$ cat config.mk
export PLATFORM = sky130hd
export DESIGN_NAME = data_mem_requester
export DESIGN_NICKNAME = d
export VERILOG_FILES = /design/src/rtl/dmem_pkg.sv /design/src/rtl/data_mem_requester.sv
export SDC_FILE = /design/constraint.sdc
export NUM_CORES = 1
export LEC_CHECK = 0
export BUFFER_PORTS_ARGS = -buffer_cell sky130_fd_sc_hd__buf_2
export CORE_ASPECT_RATIO = 0.8
export CORE_MARGIN = 2
export CORE_UTILIZATION = 48
export DETAILED_ROUTE_END_ITERATION = 12
export PLACE_DENSITY = 0.78
export RECOVER_POWER = 50
export SLEW_MARGIN = 25
export SYNTH_ARGS = -nofsm -noshare
export SYNTH_HDL_FRONTEND = slang
export SYNTH_SLANG_ARGS = --single-unit
$ cat constraint.sdc
create_clock -name clk -period 2.15 [get_ports clk]
set_input_delay 0.3225 -clock clk [delete_from_list [all_inputs] [get_ports clk]]
set_output_delay 0.3225 -clock clk [all_outputs]
set_load 0.02 [all_outputs]
$ cat src/rtl/dmem_pkg.sv
// Shared definitions for the data-memory requester: FSM encoding, default depth
// and the legal read-latency window.
package dmem_pkg;

  localparam int unsigned DMEM_DEPTH = 33;
  localparam int unsigned RD_LAT_MIN = 1;
  localparam int unsigned RD_LAT_MAX = 4;
  localparam int unsigned LAT_W      = 3;
  localparam int unsigned ERR_CNT_W  = 8;

  typedef enum logic [2:0] {
    ST_IDLE = 3'd0,
    ST_WR   = 3'd1,
    ST_RD   = 3'd2,
    ST_ERR  = 3'd3,
    ST_RESP = 3'd4
  } state_t;

  function automatic bit rd_latency_ok(input int unsigned lat);
    return (lat >= RD_LAT_MIN) && (lat <= RD_LAT_MAX);
  endfunction

endpackage

$ cat src/rtl/data_mem_requester.sv
// Sequences one load/store at a time from the execute stage onto the data-memory
// port and returns a held response; out-of-range addresses are rejected and counted.
module data_mem_requester
  import dmem_pkg::*;
#(
  parameter int unsigned ADDR_W     = 8,
  parameter int unsigned DATA_W     = 8,
  parameter int unsigned RDATA_W    = 16,
  parameter int unsigned DEPTH      = DMEM_DEPTH,
  parameter int unsigned RD_LATENCY = 1
) (
  input  logic                 clk,
  input  logic                 rst_n,
  input  logic                 req_valid,
  output logic                 req_ready,
  input  logic                 req_write,
  input  logic [ADDR_W-1:0]    req_addr,
  input  logic [DATA_W-1:0]    req_wdata,
  output logic                 resp_valid,
  input  logic                 resp_ready,
  output logic [RDATA_W-1:0]   resp_rdata,
  output logic                 resp_err,
  output logic                 mem_we,
  output logic                 mem_re,
  output logic [ADDR_W-1:0]    mem_addr,
  output logic [DATA_W-1:0]    mem_wdata,
  input  logic [RDATA_W-1:0]   mem_rdata,
  output logic [ERR_CNT_W-1:0] err_cnt
);

  if (!rd_latency_ok(RD_LATENCY)) begin : g_bad_latency
    $error("data_mem_requester: RD_LATENCY outside 1..4");
  end

  state_t               state, state_n;
  logic [LAT_W-1:0]     lat_cnt, lat_cnt_n;
  logic                 req_ready_n, resp_valid_n, resp_err_n, mem_we_n, mem_re_n;
  logic [RDATA_W-1:0]   resp_rdata_n;
  logic [ADDR_W-1:0]    mem_addr_n;
  logic [DATA_W-1:0]    mem_wdata_n;
  logic [ERR_CNT_W-1:0] err_cnt_n;
  logic                 accept, addr_bad;

  assign accept   = req_valid && req_ready;
  assign addr_bad = 32'(req_addr) >= DEPTH;

  // State and all registered outputs
  always_ff @(posedge clk or negedge rst_n) begin
    if (!rst_n) begin
      state      <= ST_IDLE;
      lat_cnt    <= '0;
      req_ready  <= 1'b0;
      resp_valid <= 1'b0;
      resp_rdata <= '0;
      resp_err   <= 1'b0;
      mem_we     <= 1'b0;
      mem_re     <= 1'b0;
      mem_addr   <= '0;
      mem_wdata  <= '0;
      err_cnt    <= '0;
    end else begin
      state      <= state_n;
      lat_cnt    <= lat_cnt_n;
      req_ready  <= req_ready_n;
      resp_valid <= resp_valid_n;
      resp_rdata <= resp_rdata_n;
      resp_err   <= resp_err_n;
      mem_we     <= mem_we_n;
      mem_re     <= mem_re_n;
      mem_addr   <= mem_addr_n;
      mem_wdata  <= mem_wdata_n;
      err_cnt    <= err_cnt_n;
    end
  end

  // Next state and next values of the registered outputs
  always_comb begin
    state_n      = state;
    lat_cnt_n    = lat_cnt;
    resp_valid_n = resp_valid;
    resp_rdata_n = resp_rdata;
    resp_err_n   = resp_err;
    mem_we_n     = 1'b0;
    mem_re_n     = 1'b0;
    mem_addr_n   = mem_addr;
    mem_wdata_n  = mem_wdata;
    err_cnt_n    = err_cnt;

    unique case (state)
      ST_IDLE: begin
        if (accept) begin
          if (addr_bad) begin
            // Error response is visible the cycle right after acceptance
            state_n      = ST_ERR;
            resp_valid_n = 1'b1;
            resp_err_n   = 1'b1;
            resp_rdata_n = '0;
            if (err_cnt != '1) err_cnt_n = err_cnt + ERR_CNT_W'(1);
          end else if (req_write) begin
            state_n     = ST_WR;
            mem_we_n    = 1'b1;
            mem_addr_n  = req_addr;
            mem_wdata_n = req_wdata;
          end else begin
            state_n    = ST_RD;
            mem_re_n   = 1'b1;
            mem_addr_n = req_addr;
            lat_cnt_n  = '0;
          end
        end
      end
      ST_WR: begin
        state_n      = ST_RESP;
        resp_valid_n = 1'b1;
        resp_err_n   = 1'b0;
        resp_rdata_n = '0;
      end
      ST_RD: begin
        if (lat_cnt == LAT_W'(RD_LATENCY)) begin
          state_n      = ST_RESP;
          resp_valid_n = 1'b1;
          resp_err_n   = 1'b0;
          resp_rdata_n = mem_rdata;
        end else begin
          lat_cnt_n = lat_cnt + LAT_W'(1);
        end
      end
      ST_ERR: begin
        // resp_valid is already high here, so a ready consumer completes the handshake
        if (resp_ready) begin
          state_n      = ST_IDLE;
          resp_valid_n = 1'b0;
        end else begin
          state_n = ST_RESP;
        end
      end
      ST_RESP: begin
        if (resp_ready) begin
          state_n      = ST_IDLE;
          resp_valid_n = 1'b0;
        end
      end
      default: state_n = ST_IDLE;
    endcase

    req_ready_n = (state_n == ST_IDLE);
  end

endmodule

== Word-level counts from Yosys, hierarchy flattened ==
Cells that the tools add are included.

* Bits in registers: 51
* Bits of input ports: 37
* Output and inout port bits: 45
* Logic and storage cells: 72

* Add/sub/neg operators: 2
* Order comparisons: 1
* Equal/unequal tests: 13
* Multiplexer cells: 31
* Bitwise operators: 1
* Reduce and logical (&&, ||, !) cells: 13

{| class="wikitable"
|+ Operator list
! cell !! count
|-
| $mux 16 || 3
|-
| $pmux 16 s3 || 1
|-
| $mux 3 || 8
|-
| $pmux 3 s5 || 1
|-
| $mux 1 || 13
|-
| $ne 2x2->1 const B || 6
|-
| $reduce_and 4->1 || 3
|-
| $reduce_and 5->1 || 2
|-
| $add 8x1->8 const B || 1
|-
| $ge 8x6->1 const B || 1
|-
| $ne 8x8->1 const B || 1
|-
| $eq 3x1->1 const B || 2
|-
| $eq 3x2->1 const B || 2
|-
| $logic_not 3->1 || 2
|-
| $pmux 3 s2 || 1
|-
| $mux 2 || 2
|-
| $pmux 1 s4 || 1
|-
| $reduce_bool 4->1 || 1
|-
| $add 3x1->3 const B || 1
|-
| $eq 3x3->1 const B || 1
|-
| $pmux 1 s3 || 1
|-
| $reduce_and 3->1 || 1
|-
| $reduce_bool 3->1 || 1
|-
| $ne 2x1->1 const B || 1
|-
| other kinds (4) || 4
|}

== Longest topological paths before layout ==
Gate-level depths: netlist (run 1).

* Depth in word-level cells: 5
* Mapped depth: 7
* Depth with buffers taken out: 6

== Worst setup path after synthesis (run 1) ==
Ideal clock, no wire load.

* Path kind: reg2reg
* Start point: register state[2]
* End point: register mem_wdata[0]
* Library setup time: 125 ps
* Data arrival time: 1646 ps
* Setup slack: 379 ps
* Stages on the path, launching flop included: 6
* Path buffers: 1
* Period minus slack after synthesis: 1771 ps
* Cell sequence: dfrtp_1 > nor3_2 > nand3_2 > or3b_1 > buf_6 > mux2_4

* Cells in the longest elaborated chain, start to end: 2

{| class="wikitable"
|+ RTL lines
! what !! line !! text
|-
| start, declared || data_mem_requester.sv:35 || <nowiki>state_t state, state_n;</nowiki>
|-
| start signal, assigned || data_mem_requester.sv:62 || <nowiki>state <= state_n;</nowiki>
|-
| $logic_not 3->1 || data_mem_requester.sv:89 || <nowiki>unique case (state)</nowiki>
|-
| $reduce_and 4->1 (no line) || - ||
|-
| end signal, assigned || data_mem_requester.sv:71 || <nowiki>mem_wdata <= mem_wdata_n;</nowiki>
|-
| end, declared || data_mem_requester.sv:26 || <nowiki>output logic [DATA_W-1:0] mem_wdata,</nowiki>
|}

Every way passes these cells.
A chain may end at the register's enable or synchronous reset.

== Worst setup path after layout (run 1) ==
* Start point: register state[2]
* End point: register mem_wdata[1]

Same word-level chain as after synthesis.

==> flow_metrics.env, run 1 <==
export IMPL_run_status="completed"
export IMPL_first_pass_grt_wire_length_um=7700
export IMPL_first_pass_iters=6
export IMPL_ys_types=41
export IMPL_synthCells=168
export IMPL_dp_slack_ns=-0.05305
export IMPL_multiInputGateArea_um2=873.3
export IMPL_leading_cell_type_in_the_layout_fill_and_taps_excluded="sky130_fd_sc_hd__buf_2"
export IMPL_dp_hpwl_um=3305
export IMPL_timing_hold_worst_path_depth=2
export IMPL_layout_area_seq_mm2=0.001276
export IMPL_worstPathBufferInverterCount=0
export IMPL_rsz0062_at_grt="no"
export IMPL_synth_sequential_area_ratio=0.5825
export IMPL_post_cts_setup_buffer_count=0
export IMPL_actual_transition_at_the_worst_max_transition_pin_ns=1.216
export IMPL_synth_seq_cells=51
export IMPL_criticalPathCategory="reg2reg"
export IMPL_grt_start_max_net_pins=52
export IMPL_finClkSkew_ns=0.004178
export IMPL_first_iter_violations=143
export IMPL_syn2layout_area_growth_pct=25.64
export IMPL_worstReg2RegEnd="mem_wdata[1]"
export IMPL_post_route_worst_setup_slack_ns=0.1678
export IMPL_finalHoldViolations=0
export IMPL_die_area_mm2=0.005124
export IMPL_avgViaCountPerCell=5.291
export IMPL_initial_core_util=0.5115
export IMPL_antenna_found_initial=0
export IMPL_post_synth_instance_area_mm2=0.002191
export IMPL_critical_path_startpoint_type="register"
export IMPL_route_vias_total=1672
export IMPL_critical_path_slowest_cell="sky130_fd_sc_hd__or3b_1"
export IMPL_track_usage=0.1916
export IMPL_fin_util=0.6427
export IMPL_min_delay_start="mem_rdata[13]"
export IMPL_buffer_ports_inserted=81
export IMPL_clk_latency_ns=0.30
export IMPL_critical_path_reg2reg_startpoint="state[2]"
export IMPL_finalCritPeriodShare=0.9219
export IMPL_pwr_density_cell_mw_per_mm2=1342
export IMPL_max_freq_mhz=504.5
export IMPL_clock_tree_root_cell="sky130_fd_sc_hd__clkbuf_8"
export IMPL_final_fill_count=350
export IMPL_final_net_count=298
export IMPL_syn_num_nets=208
export IMPL_cellLeakagePower_nw=1.413
export IMPL_post_dp_cell_area_mm2=0.002688
export IMPL_slowest_delay_ns=0.58
export IMPL_via_count_of_the_first_global_routing_pass=1683
export IMPL_mean_cell_area_of_the_mapped_netlist_um2=13.04
export IMPL_setup_tns_final_ns=0
export IMPL_worstPathMaxFanout=8
export IMPL_critPathArrivalTime_ns=2.17
export IMPL_boundaryPins=82
export IMPL_timing_critical_path_required_ns=2.34
export IMPL_r2r_slack_ns=0.17
export IMPL_core_mm2=0.004283
export IMPL_tritoncts="done"
export IMPL_min_to="resp_rdata[13]"
export IMPL_die_width_um=79.54
export IMPL_synthesis_yosys_warnings=0
export IMPL_route_detailed_drc=0
export IMPL_finalCriticalPeriod_ns=1.982
export IMPL_timing_critical_path_max_delay_family="simple AND/OR/NAND/NOR gates"
export IMPL_totalWireLength_um=4414
export IMPL_postCtsResizedCells=0
export IMPL_clkSlewWorstSetupHoldPaths_ns=0.09
export IMPL_placementRows=21
export IMPL_antennaDiodeCount=0
export IMPL_finalSetupViolations=0
export IMPL_slew_headroom=0.1896
export IMPL_cell_by_cell_listing_of_the_critical_path="nor3_2 -> nand3_2 -> or3b_1 -> mux2_4"
export IMPL_reg2reg_depth=4
export IMPL_mostFrequentLayoutCells="sky130_fd_sc_hd__buf_2, sky130_fd_sc_hd__dfrtp_1, sky130_fd_sc_hd__clkbuf_1"
export IMPL_min_delay_path_class="in2reg"
export IMPL_setup_worst_path_end_class="register"
export IMPL_drv_slew=0
export IMPL_power_w=0.003694
export IMPL_drive_gt1_frac=0.3745
export IMPL_worst_setup_path_startpoint="state[2]"
export IMPL_max_cap_violations=0
export IMPL_cts_hold_buffers_added=0
export IMPL_place_gp_congestion=0.8284
export IMPL_cts_num_sinks=51
export IMPL_cts_buffer_depth=2
export IMPL_post_drt_wl_per_cell_um=13.97
export IMPL_fin_area_mm2=0.002753
export IMPL_drt_antenna_violating_nets=0
export IMPL_globalRouteOverflowTotal=0
export IMPL_htree_levels=2
export IMPL_die_height_um=64.43
export IMPL_vdd_ir_drop_max_mv=0.7891
export IMPL_number_of_clock_buffers_inserted_by_tritoncts=5
-- final cells by class --
type / count / area share
flip-flops and latches: 51 / 0.4636
multi-input cells: 107 / 0.3173
repair buffers: 88 / 0.1555
clock buffers: 6 / 0.02636
well taps: 57 / 0.02591
inverters: 5 / 0.006818
clock inverters: 2 / 0.004545
-- how the worst max path moves through the flow --
stage	to	cells after the start
final	mem_wdata[1]	4
after global routing	mem_wdata[4]	4
after CTS	mem_wdata[1]	4
after detailed placement	resp_rdata[0]	5
after global placement	resp_rdata[10]	5
after floorplan	mem_wdata[0]	5
-- registers in the layout, indices dropped and copies added (netlist names) --
name        cells
mem_wdata       8
err_cnt         8
resp_err        1
mem_re          1
lat_cnt         3
state           3
resp_valid      1
req_ready       1
resp_rdata     16
mem_addr        8
mem_we          1
-- metrics by stage --
stage                     std cells  hold slack, ns
after global placement          308          0.4664
after floorplan                 168         0.02691
after global routing            316          0.2250
after detailed placement        308          0.4697
after CTS                       316          0.1415
final                           316          0.2390
-- synthesized netlist by cell type (all sizes together) --
cell	instances	area (um^2)
buf	5	38.78
nand4	2	12.51
nor3	8	45.04
or3b	1	8.760
o21ai	3	15.01
inv	5	18.76
and3	1	6.260
nor2	9	36.29
mux2	15	199.0
nor2b	3	18.77
nand2b	2	12.51
a211oi	2	15.01
a22o	16	140.1
o311ai	3	33.79
nand2	7	26.28
ha	3	37.54
o22ai	1	6.260
a21oi	1	8.760
o211a	1	10.01
o2111ai	1	8.760
xor2	7	61.31
a31oi	2	12.51
nand3	6	35.03
nor4	5	46.29
or4	1	7.510
o211ai	1	7.510
nand3b	1	7.510
nor3b	2	15.01
o21a	1	7.510
dfrtp	51	1276
a21o	2	16.27
-- per-layer routing --
layer  up-vias  share of wire  global-route usage
li1        801              -                   -
met1       807           0.46              0.2700
met2        55           0.46              0.2868
met3         9          0.062             0.04735
met4         0          0.014             0.07543
met5         -              0                   0
-- worst reg2reg max path, delay by kind of cell (launching register included) --
family / cells / cell delay, ns
multiplexers: 1 / 0.38
AND/OR/NAND/NOR: 3 / 1.05
flip-flops: 1 / 0.46
-- report_power, final --
part / internal [W] / total, W / switching, W
registers: 0.00132 / 0.00158 / 0.000258
logic: 0.000633 / 0.00159 / 0.000952
clock network: 0.000228 / 0.000531 / 0.000303
total: 0.00218 / 0.00369 / 0.00151
-- kinds of logic (layout without fill, tap and decap cells) --
logic type               Yosys count  count (layout)  share of synthesized area
buffers and inverters             10             101                    0.02626
flip-flops                        51              51                     0.5825
multiplexers                      15              15                    0.09081
adder cells (fa/ha/maj)            3               3                    0.01713
XOR/XNOR                           7               7                    0.02798
AND/OR/NAND/NOR                   48              48                     0.1268
AO/OA/AOI/OAI                     34              34                     0.1285
Power figures use the tool's default switching activity.
==> run 2: changes to the inputs <==
--- a/config.mk
+++ b/config.mk
@@ -8,9 +8,9 @@
 export BUFFER_PORTS_ARGS = -buffer_cell sky130_fd_sc_hd__buf_2
 export CORE_ASPECT_RATIO = 0.8
 export CORE_MARGIN = 2
-export CORE_UTILIZATION = 48
+export CORE_UTILIZATION = 52
 export DETAILED_ROUTE_END_ITERATION = 12
-export PLACE_DENSITY = 0.78
+export PLACE_DENSITY = 0.84
 export RECOVER_POWER = 50
 export SLEW_MARGIN = 25
 export SYNTH_ARGS = -nofsm -noshare
==> constraint.sdc (replaced) <==
create_clock -name clk -period 2.4 [get_ports clk]
set_input_delay 0.36 -clock clk [delete_from_list [all_inputs] [get_ports clk]]
set_output_delay 0.36 -clock clk [all_outputs]
set_load 0.02 [all_outputs]
==> run 2 against run 1 <==
  * Utilization rose by 2.3 points
  * Die area fell by 7.3%
  * Hold slack improved by 0.042 ns
  * Via count fell by 1.4%
  * Non-clock buffer count fell by 3
  * Fmax fell by 1.6%
  * Routed wire length fell by 0.34%
  * Register-to-register slack improved by 0.22 ns
  * Critical path depth did not move
  * Cell area fell by 0.27%
  * Clock skew rose by 0.0014 ns
  * Sequential share of layout area rose by 0.13 points
  * Highest routed layer unchanged
==> flow_metrics.env, run 2 (synthesis gave the netlist of run 1 again) <==
export IMPL_run_status="completed"
export IMPL_cell_by_cell_listing_of_the_critical_path="nor3_2 -> nand3_2 -> or3b_1 -> mux2_4"
export IMPL_cts_buffer_depth=2
export IMPL_fin_util=0.6655
export IMPL_initial_core_util=0.5311
export IMPL_max_cap_violations=0
export IMPL_tritoncts="done"
export IMPL_p_clk_frac=0.169
export IMPL_final_net_count=295
export IMPL_die_area_mm2=0.004752
export IMPL_route_vias_total=1649
export IMPL_leading_cell_type_in_the_layout_fill_and_taps_excluded="sky130_fd_sc_hd__buf_2"
export IMPL_critical_path_slowest_cell="sky130_fd_sc_hd__or3b_1"
export IMPL_drive_gt1_frac=0.3569
export IMPL_slowest_delay_ns=0.58
export IMPL_finalHoldViolations=0
export IMPL_first_iter_violations=42
export IMPL_boundaryPins=82
export IMPL_drv_slew=0
export IMPL_postCtsResizedCells=0
export IMPL_buffer_ports_inserted=81
export IMPL_multiInputGateArea_um2=873.3
export IMPL_pwr_density_cell_mw_per_mm2=1231
export IMPL_switching_share=0.3977
export IMPL_post_drt_wl_per_cell_um=14.10
export IMPL_mostFrequentLayoutCells="sky130_fd_sc_hd__buf_2, sky130_fd_sc_hd__dfrtp_1, sky130_fd_sc_hd__clkbuf_1"
export IMPL_finalCriticalPeriod_ns=2.014
export IMPL_track_usage=0.1964
export IMPL_power_combinational_fraction=0.404
export IMPL_finalSetupViolations=0
export IMPL_first_pass_grt_wire_length_um=7210
export IMPL_post_cts_setup_buffer_count=0
export IMPL_timing_critical_path_required_ns=2.59
export IMPL_placementRows=21
export IMPL_dp_hpwl_um=3204
export IMPL_syn2layout_area_growth_pct=25.30
export IMPL_clkSlewWorstSetupHoldPaths_ns=0.09
export IMPL_post_route_worst_setup_slack_ns=0.3861
export IMPL_core_mm2=0.004125
export IMPL_final_fill_count=347
export IMPL_critPathArrivalTime_ns=2.20
export IMPL_grt_met1_usage=0.2671
export IMPL_worstPathMaxFanout=12
export IMPL_first_pass_iters=5
export IMPL_reg2reg_depth=4
export IMPL_finalCritPeriodShare=0.8391
export IMPL_clk_latency_ns=0.30
export IMPL_switchingPower_w=0.001343
export IMPL_criticalPathCategory="reg2reg"
export IMPL_vdd_ir_drop_max_mv=0.5774
export IMPL_max_freq_mhz=496.6
export IMPL_route_detailed_drc=0
export IMPL_largest_register_ff_count=16
export IMPL_die_width_um=76.57
export IMPL_cellLeakagePower_nw=1.397
export IMPL_min_delay_path_class="in2reg"
export IMPL_drt_antenna_violating_nets=0
export IMPL_critical_path_startpoint_type="register"
export IMPL_regMostFlops="resp_rdata"
export IMPL_timing_hold_worst_path_depth=2
export IMPL_setup_tns_final_ns=0
export IMPL_antennaDiodeCount=0
export IMPL_rsz0062_at_grt="no"
export IMPL_totalWireLength_um=4399
export IMPL_htree_levels=2
export IMPL_via_count_of_the_first_global_routing_pass=1572
export IMPL_grt_most_used_layer="met2"
export IMPL_antenna_found_initial=0
export IMPL_dp_slack_ns=0.09698
export IMPL_avgViaCountPerCell=5.285
export IMPL_finClkSkew_ns=0.005619
export IMPL_clock_tree_root_cell="sky130_fd_sc_hd__clkbuf_8"
export IMPL_p_seq_frac=0.427
export IMPL_layout_area_seq_mm2=0.001276
export IMPL_cts_num_sinks=51
export IMPL_groute_layer_met3_usage=0.06069
export IMPL_slew_headroom=0.05449
export IMPL_cts_hold_buffers_added=0
export IMPL_die_height_um=62.06
export IMPL_internal_power_w=0.002035
export IMPL_number_of_clock_buffers_inserted_by_tritoncts=5
export IMPL_setup_worst_path_end_class="register"
export IMPL_actual_transition_at_the_worst_max_transition_pin_ns=1.418
export IMPL_globalRouteOverflowTotal=0
export IMPL_grt_met2_usage=0.3110
export IMPL_place_gp_congestion=0.7037
export IMPL_grt_start_max_net_pins=28
## run 2: layout make-up
class                           count  area share
Clock buffer                        5     0.02507
Clock inverter                      2     0.01367
Sequential cell                    51      0.4649
Multi-Input combinational cell    107      0.3181
Tap cell                           57     0.02598
Timing Repair Buffer               85      0.1454
Inverter                            5    0.006837
## run 2: per-stage QoR
stage / area (um^2) / power (W) / hold slack [ns] / instances
2_1_floorplan: 2191 / 0.002367 / 0.06441 / 168
3_3_place_gp: 2665 / 0.002807 / 0.3700 / 305
3_5_place_dp: 2665 / 0.002842 / 0.3724 / 305
4_1_cts: 2771 / 0.003422 / 0.04420 / 312
5_1_grt: 2745 / 0.003611 / 0.2798 / 312
6_report: 2745 / 0.003378 / 0.2809 / 312
## run 2: power groups by stage
stage	sequential [W]	combinational, W	clock, W
final	0.00144	0.00137	0.000570
after global routing	0.00149	0.00150	0.000616
after CTS	0.00143	0.00141	0.000585
after detailed placement	0.00144	0.00140	0
after global placement	0.00144	0.00137	0
after floorplan	0.00175	0.000620	0
## run 2: metal layers
layer,vias to the layer above,wire (um)
li1,795,-
met1,782,2129
met2,64,1919
met3,8,302
met4,0,48
met5,-,0
## run 2: worst paths after layout
kind                                 endpoint         start  slack (ns)
worst min register to register     lat_cnt[2]    lat_cnt[2]        0.48
max in group asynchronous        mem_wdata[6]         rst_n        1.07
worst max register to register   mem_wdata[2]      state[0]        0.39
min in group asynchronous        mem_wdata[4]         rst_n        0.41
worst min-delay path            resp_rdata[7]  mem_rdata[7]        0.28
worst max-delay path             mem_wdata[2]      state[0]        0.39
## run 2: critical path, delay by kind of cell (launching register included)
family / cells / cell delay [ns]
AND/OR/NAND/NOR: 3 / 0.99
flip-flops: 1 / 0.53
multiplexers: 1 / 0.38
